[src/rtl/hilo_md_sched.sv]
// HI/LO multiply/divide scheduler: issues start, times the op, pulses commit.
// Stalls D-stage HI/LO users while the unit is occupied.
module hilo_md_sched #(
    parameter int MUL_CYCLES = 5,
    parameter int DIV_CYCLES = 10,
    parameter int CNT_W      = 4
) (
    input  logic       clk,
    input  logic       reset,
    input  logic [2:0] md_op_E,
    input  logic       flush_E,
    input  logic       md_abort,
    input  logic       md_use_D,
    output logic       md_start,
    output logic [2:0] md_op_q,
    output logic       md_busy,
    output logic       md_commit,
    output logic       stall_D,
    output logic       err_overlap
);

    typedef enum logic {
        IDLE = 1'b0,
        RUN  = 1'b1
    } state_e;

    localparam logic [CNT_W-1:0] MUL_N = CNT_W'(MUL_CYCLES);
    localparam logic [CNT_W-1:0] DIV_N = CNT_W'(DIV_CYCLES);
    localparam logic [CNT_W-1:0] ONE   = CNT_W'(1);

    state_e           state_q, state_d;
    logic [CNT_W-1:0] cnt_q, cnt_d;
    logic [2:0]       md_op_d;
    logic             err_q, err_d;
    logic             op_valid;
    logic             last_cyc;

    assign op_valid    = (md_op_E <= 3'b011) & ~flush_E;
    assign last_cyc    = (cnt_q == ONE);
    assign md_busy     = (state_q == RUN);
    assign md_start    = (state_q == IDLE) & op_valid & ~md_abort;
    assign md_commit   = md_busy & last_cyc & ~md_abort;
    assign stall_D     = md_use_D & (md_busy | md_start);
    assign err_overlap = err_q;

    always_comb begin
        state_d = state_q;
        cnt_d   = cnt_q;
        md_op_d = md_op_q;
        err_d   = err_q;
        unique case (state_q)
            IDLE: begin
                if (md_start) begin
                    md_op_d = md_op_E;
                    cnt_d   = md_op_E[1] ? DIV_N : MUL_N;
                    state_d = RUN;
                end
            end
            RUN: begin
                // overlapping op is dropped; only flagged for checkers
                if (op_valid) begin
                    err_d = 1'b1;
                end
                if (md_abort || last_cyc) begin
                    state_d = IDLE;
                    cnt_d   = '0;
                end else begin
                    cnt_d = cnt_q - ONE;
                end
            end
            default: begin
                state_d = IDLE;
                cnt_d   = '0;
            end
        endcase
    end

    always_ff @(posedge clk) begin
        if (reset) begin
            state_q <= IDLE;
            cnt_q   <= '0;
            md_op_q <= 3'b000;
            err_q   <= 1'b0;
        end else begin
            state_q <= state_d;
            cnt_q   <= cnt_d;
            md_op_q <= md_op_d;
            err_q   <= err_d;
        end
    end

endmodule
[config.mk]
export PLATFORM = sky130hd
export DESIGN_NAME = hilo_md_sched
export DESIGN_NICKNAME = d
export VERILOG_FILES = /design/src/rtl/hilo_md_sched.sv
export SDC_FILE = /design/constraint.sdc
export NUM_CORES = 1
export LEC_CHECK = 0
export CAP_MARGIN = 10
export CORE_AREA = 2 2 39 41
export CTS_CLUSTER_DIAMETER = 100
export DETAILED_ROUTE_END_ITERATION = 6
export DIE_AREA = 0 0 41 43
export PLACE_DENSITY_LB_ADDON = 0.25
export SLEW_MARGIN = 25
export SYNTH_ARGS = -nofsm -noshare
export SYNTH_HDL_FRONTEND = slang
export SYNTH_SLANG_ARGS = --single-unit
[constraint.sdc]
create_clock -name clk -period 1.4 [get_ports clk]
set_input_delay 0.14 -clock clk [delete_from_list [all_inputs] [get_ports clk]]
set_output_delay 0.14 -clock clk [all_outputs]
set_load 0.02 [all_outputs]
==> metrics.md, run 1 <==
| Metric | Value |
|---|---|
| Cell count after synthesis | 54 |
| Top cells by count, synth | 9 x dfxtp_1, 7 x nor3_1, 6 x nor2_1 |
| Ys Warns | 0 |
| CP Launch Type | flop |
| Worst hold slack | 453.6 ps |
| PD cells | 765.7 mW/mm2 |
| Initial core utilization | 35.44% |
| RSZ-0062 raised after global routing | true |
| RD Place Congestion | 0.7585 |
| Sequential share of power | 41.6% |
| H-tree levels | 1 |
| Core Area | 0.001384 mm2 |
| Register area | 183.9 um2 |
| Max-cap violations | 0 |
| Mapped cell area | 490.5 um2 |
| Top cell type's share of synthesized area | 36.73% |
| Metal-1 WL | 565 um |
| Top cells by area, synth | dfxtp_1 37%, nor3_1 7.1%, a32oi_1 5.4% |
| Final WS setup | -166.1 ps |
| Comb power frac | 27.4% |
| GRT Total Usage | 19.74% |
| Clk slew on worst S/H paths | 70 ps |
| Max Freq | 638.5 MHz |
| Pleak | 0.3470 nW |
| CP Max Fanout | 2 |
| Hold path cells | 4 |
| Met2 WL | 736 um |
| I/O Pins | 16 |
| Clk_lat worst skew | 260 ps |
| Worst EP required | 1260 ps |
| Fin crit share | 111.9% |
| IO buf count | 15 |
| Sequential share of the synthesized area | 36.73% |
| Layout Nets | 99 |
| Vias in the first global route | 565 |
| Syn Area/Cell | 9.083 um2 |
| Post-synthesis cell type count | 24 |
| Sw Ratio | 28.84% |
| Clk sinks | 9 |
| Number of flops mapped to enable cells by yosys | 0 |
| Initial antenna violation count | 0 |
| Failing checks | setup timing |
| Routed Antenna Nets | 0 |
| FF-to-FF setup slack | -20 ps |
| Total number of vias | 537 |
| CP Capture Type | primary output |
| Setup CP Type | flop to primary output |
| TritonRoute pass-1 iters | 4 |
| Setup Slack @ Placement | -407.8 ps |
| Final hold vios | 0 |
| CTS Hold Bufs | 0 |
| Dominant cell by count in the synthesized netlist | dfxtp_1 |
| Layout fillers | 129 |
| Highest metal used | met4 |
| WL met3 | 53 um |
| Seq cells post-synth | 9 |
| Worst Hold End | err_overlap |
| Critical path, cell by cell | inv_2, ha_4, or3b_4, nor3_2, buf_4 |
| Max stage delay on crit path | 380 ps |
| Ant. Diodes | 0 |
| # setup viols final | 3 |
| DP HPWL | 1020 um |
| Worst slew margin | 73.22% |
| Critical path arrival | 1430 ps |
| Area Growth Syn to Fin | 78.32% |
| Wire per inst | 13.16 um |
| Drt drc | 0 |
| Largest buffer count on any clock path | 2 |
| CTS tree | yes |
| Status | finished with violations |
| Post-Syn Nets | 64 |
| Type of the worst min-delay path | primary input to flop |
| Clk_skew | 12.01 ps |
| Area of the multi-input gates | 345.3 um2 |
| Main synth FF type | dfxtp_1 |
| CP max stage cell | or3b_4 |
| Clock Tree Root | clkbuf_4 |
| Min Tclk post-route | 1566 ps |
| P_sw | 0.0001932 W |
| Share of post-route cells with drive strength above 1 | 48.86% |
| Hold_sp | flush_E |
| Delay-heaviest family, CP | simple AND/OR/NAND/NOR gates |
| First-pass GRT wire length | 2373 um |
| Die Area | 0.001763 mm2 |
| Clock share of power | 31.0% |
| Top cell type by total area after synthesis | dfxtp_1 |
| VDD IR max | 545.8 uV |
| Detailed Route WL | 1369 um |
| Worst-Margin Slew | 400.5 ps |
| P_int | 0.0004765 W |
| Largest net degree at the start of global routing | 10 |
| Rows | 14 |
| Die X | 41 um |
| Bufs and invs on worst path | 2 |
| Total CTS buffers | 3 |
| Async SR Flop Fraction | 0% |
| Total congestion overflow | 0 |
| Slew Viols, Final | 0 |
| Die height | 43 um |
| Origin of the critical flop-to-flop path | cnt_q[1] |
| R2R Path End | cnt_q[2] |
| Routed vias/inst | 5.163 |
| Initial DRC Count | 2 |
| R2R depth | 6 |
==> power groups by stage <==
stage / Sequential, W / Clock [W] / Combinational, W
floorplan: 0.000288 / 0 / 0.0000662
global placement: 0.000281 / 0 / 0.000159
detailed placement: 0.000282 / 0 / 0.000161
CTS: 0.000279 / 0.000214 / 0.000178
global route: 0.000280 / 0.000230 / 0.000199
finish: 0.000279 / 0.000207 / 0.000184
==> how the worst max path moves through the flow <==
stage	endpoint	slack [ps]	startpoint	cells after the start
CTS	md_commit	-180	cnt_q[1]	5
global route	md_commit	-220	cnt_q[1]	5
finish	md_commit	-170	cnt_q[1]	5
floorplan	md_commit	5	cnt_q[0]	4
global placement	md_commit	-360	cnt_q[1]	5
detailed placement	cnt_q[3]	-410	md_op_E[2]	5
==> placed cells by master (no fill, tap or decap) <==
cell / instances
ha_1: 1
ha_4: 1
buf_4: 18
dfxtp_1: 6
nand3_2: 1
inv_2: 1
inv_1: 3
a211oi_2: 2
clkdlybuf4s15_2: 2
nor3b_1: 1
o21a_1: 1
nand2_1: 2
mux2i_1: 2
a2111oi_2: 1
dfxtp_2: 3
nor3_2: 2
nor2_1: 6
nor3_1: 6
or4_4: 1
a21oi_1: 1
clkbuf_1: 1
clkdlybuf4s50_1: 8
or3b_4: 1
a21oi_2: 1
clkbuf_4: 3
a32oi_2: 2
or4b_1: 1
and2b_1: 1
nor4_2: 1
nor4_4: 1
or4b_4: 1
dlygate4sd2_1: 4
buf_6: 1
a32oi_1: 1
==> layout make-up <==
type                       count  share of cell area [%]
sequential                     9                   21.03
inverter                       4                   1.717
multi-input combinational     38                   39.48
timing repair buffer          33                   32.47
tap                           16                   2.289
clock buffer                   4                   3.004
==> worst reg2reg max path, stage by stage (launching register included) <==
cell       delay (ps)
dfxtp_2           330
inv_2              60
ha_4              120
or3b_4            380
buf_6             150
a32oi_2           210
a2111oi_2          50
==> stage by stage <==
step / total power (W) / std cells / instance area [um2] / util (%) / TNS, ps
finish: 0.0006697 / 104 / 874.6 / 63.20 / -203.4
global route: 0.0007094 / 104 / 874.6 / 63.20 / -356.7
CTS: 0.0006705 / 105 / 863.3 / 62.39 / -515.5
detailed placement: 0.0004428 / 98 / 772.0 / 55.79 / -2796
global placement: 0.0004396 / 98 / 772.0 / 55.79 / -2571
floorplan: 0.0003540 / 54 / 495.5 / - / 0
==> state kept, by name, indices dropped and copies added, names as in the netlist <==
name         count
md_busy          1
cnt_q            4
md_op_q          3
err_overlap      1
==> layer usage <==
layer / GRT usage (%) / up-vias
met4: 10.00 / 0
met5: 0 / -
li1: - / 267
met2: 31.25 / 17
met3: 3.141 / 2
met1: 24.35 / 251
==> cell families (layout without fill, tap and decap cells) <==
kind of cell	count (synthesis)	after routing	share of synthesized area, %
AND/OR/NAND/NOR	25	25	33.16
AO/OA/AOI/OAI	9	9	15.05
flip-flops	9	9	36.73
buffers and inverters	7	41	5.866
adder cells (fa/ha/maj)	2	2	5.101
multiplexers	2	2	4.082
==> what timing repair did <==
item	in CTS	in global routing
gates resized for setup	28	4
setup endpoints to repair	9	6
setup buffers	3	0
cloned	0	0
pin swaps	8	3
Power figures use the tool's default switching activity.
==> run 2: changes to the inputs <==
--- a/config.mk
+++ b/config.mk
@@ -11,7 +11,7 @@
 export DETAILED_ROUTE_END_ITERATION = 6
 export DIE_AREA = 0 0 41 43
 export PLACE_DENSITY_LB_ADDON = 0.25
-export SLEW_MARGIN = 25
+export SLEW_MARGIN = 10
 export SYNTH_ARGS = -nofsm -noshare
 export SYNTH_HDL_FRONTEND = slang
 export SYNTH_SLANG_ARGS = --single-unit
==> results of run 2 <==
No change in the layout: final DEF, timing and power equal those of run 1.
==> run 3: changes to the inputs <==
--- a/config.mk
+++ b/config.mk
@@ -5,12 +5,13 @@
 export SDC_FILE = /design/constraint.sdc
 export NUM_CORES = 1
 export LEC_CHECK = 0
-export CAP_MARGIN = 10
 export CORE_AREA = 2 2 39 41
 export CTS_CLUSTER_DIAMETER = 100
 export DETAILED_ROUTE_END_ITERATION = 6
 export DIE_AREA = 0 0 41 43
 export PLACE_DENSITY_LB_ADDON = 0.25
+export SETUP_SLACK_MARGIN = 0.02
+export SKIP_LAST_GASP = 1
 export SLEW_MARGIN = 10
 export SYNTH_ARGS = -nofsm -noshare
 export SYNTH_HDL_FRONTEND = slang
==> run 3 against run 2 <==
Effect of this change:
- the run still ends with setup timing left
- core utilization grew 0.090 points
- via count shrank 1.3%
- non-clock buffer count is the same
- global-route usage shrank 0.10 points
- design area grew 0.14%
- count of clock-buffer cells in the layout is the same
- sequential cell count is the same
- clock power is essentially flat
- worst setup slack is essentially flat
- critical path type unchanged
- highest routed layer unchanged
==> metrics.md, run 3 (synthesis results as in run 1) <==
| Metric | Value |
|---|---|
| I/O Pins | 16 |
| Final hold vios | 0 |
| TNS Setup | -200.3 ps |
| Slew Viols, Final | 0 |
| CP Launch Type | flop |
| Total congestion overflow | 0 |
| Min Tclk post-route | 1566 ps |
| Clock Tree Root | clkbuf_4 |
| FF-to-FF setup slack | -20 ps |
| H-tree levels | 1 |
| Initial antenna violation count | 0 |
| Die X | 41 um |
| IO buf count | 15 |
| Largest buffer count on any clock path | 2 |
| Clk sinks | 9 |
| Final WS setup | -166.2 ps |
| # setup viols final | 3 |
| Worst EP required | 1260 ps |
| Total number of vias | 530 |
| Clk slew on worst S/H paths | 70 ps |
| Max-cap violations | 0 |
| VDD IR max | 545.7 uV |
| RSZ-0062 raised after global routing | true |
| Type of the worst min-delay path | primary input to flop |
| Max Freq | 638.5 MHz |
| Share of post-route cells with drive strength above 1 | 48.86% |
| Register area | 183.9 um2 |
| TritonRoute pass-1 iters | 2 |
| RD Place Congestion | 0.7585 |
| Routed vias/inst | 5.096 |
| Routed Antenna Nets | 0 |
| Ant. Diodes | 0 |
| Setup Slack @ Placement | -407.8 ps |
| CTS tree | yes |
| Fin crit share | 111.9% |
| Clk_skew | 11.98 ps |
| Largest regs | cnt_q x4, md_op_q x3 |
| Rows | 14 |
| Setup CP Type | flop to primary output |
| DP HPWL | 1020 um |
| GRT Total Usage | 19.64% |
| Area of the multi-input gates | 345.3 um2 |
| Util after Layout | 63.29% |
| Initial DRC Count | 1 |
| Status | finished with violations |
| Critical path arrival | 1430 ps |
| Commonest non-fill, non-tap cells in the layout | 18 x buf_4, 6 x nor3_1, 6 x nor2_1, 6 x dfxtp_1, 5 x clkdlybuf4s50_1 |
| Die Area | 0.001763 mm2 |
| Worst-Margin Slew | 395.5 ps |
| Most common cell after layout, fill and taps aside | buf_4 |
| CP Capture Type | primary output |
| Layout Nets | 99 |
| Area Growth Syn to Fin | 78.57% |
| Detailed Route WL | 1360 um |
| Biggest register | cnt_q |
| Core Area | 0.001384 mm2 |
| First-pass GRT wire length | 2359 um |
| Clk_lat worst skew | 260 ps |
| Dpl cell area | 772.0 um2 |
| Failing checks | setup timing |
| Pleak | 0.4032 nW |
| PD cells | 763.2 mW/mm2 |
| Worst slew margin | 73.55% |
| Design area | 875.8 um2 |
| Max reg flops | 4 |
| Vias in the first global route | 561 |
| Die height | 43 um |
| Wire per inst | 13.08 um |
| Drt drc | 0 |
| Largest net degree at the start of global routing | 10 |
| Initial core utilization | 35.44% |
| CP Max Fanout | 2 |
| Total CTS buffers | 3 |
| Layout fillers | 123 |
[run 3: area by class of cell]
type / count / area share [%]
inverters: 4 / 1.714
flip-flops and latches: 9 / 21.00
repair buffers: 33 / 32.57
well taps: 16 / 2.286
multi-input cells: 38 / 39.43
clock buffers: 4 / 3.000
[run 3: metal layers]
layer  part of all wire [%]  up-vias  track usage (%)
li1                       -      268                -
met1                     42      249            24.03
met2                     54       11            31.25
met3                    3.5        2            3.141
met4                   0.96        0            10.00
met5                      0        -                0
[run 3: final timing paths]
path,startpoint,endpoint,cells after the start
setup / recovery,cnt_q[1],md_commit,5
hold / removal,flush_E,err_overlap,4
setup reg to reg,cnt_q[1],cnt_q[2],6
hold reg to reg,err_overlap,err_overlap,2
[run 3: worst max-delay path, stage by stage, from the launching register on]
cell and delay, ps:
dfxtp_2 330, inv_2 60, ha_4 110, or3b_4 380, nor3_2 110, buf_4 160
[run 3: power by group]
part           leakage, nW  internal, W  switching [W]
sequential          0.0746     0.000270     0.00000909
combinational        0.314    0.0000960      0.0000864
clock               0.0150     0.000110      0.0000975
[run 3: what timing repair did]
item	4_1_cts	5_1_grt
setup buffers	3	0
resized for setup	29	7
pin swaps	9	3
hold buffers	0	0
setup endpoints to repair	9	9
[run 3: through the flow]
step / cells / power, W / hold slack [ps]
3_5_place_dp: 98 / 0.0004428 / 463.6
5_1_grt: 104 / 0.0007082 / 482.5
3_3_place_gp: 98 / 0.0004396 / 449.2
4_1_cts: 105 / 0.0006696 / 464.3
6_report: 104 / 0.0006684 / 453.5
2_1_floorplan: 54 / 0.0003540 / 287.2
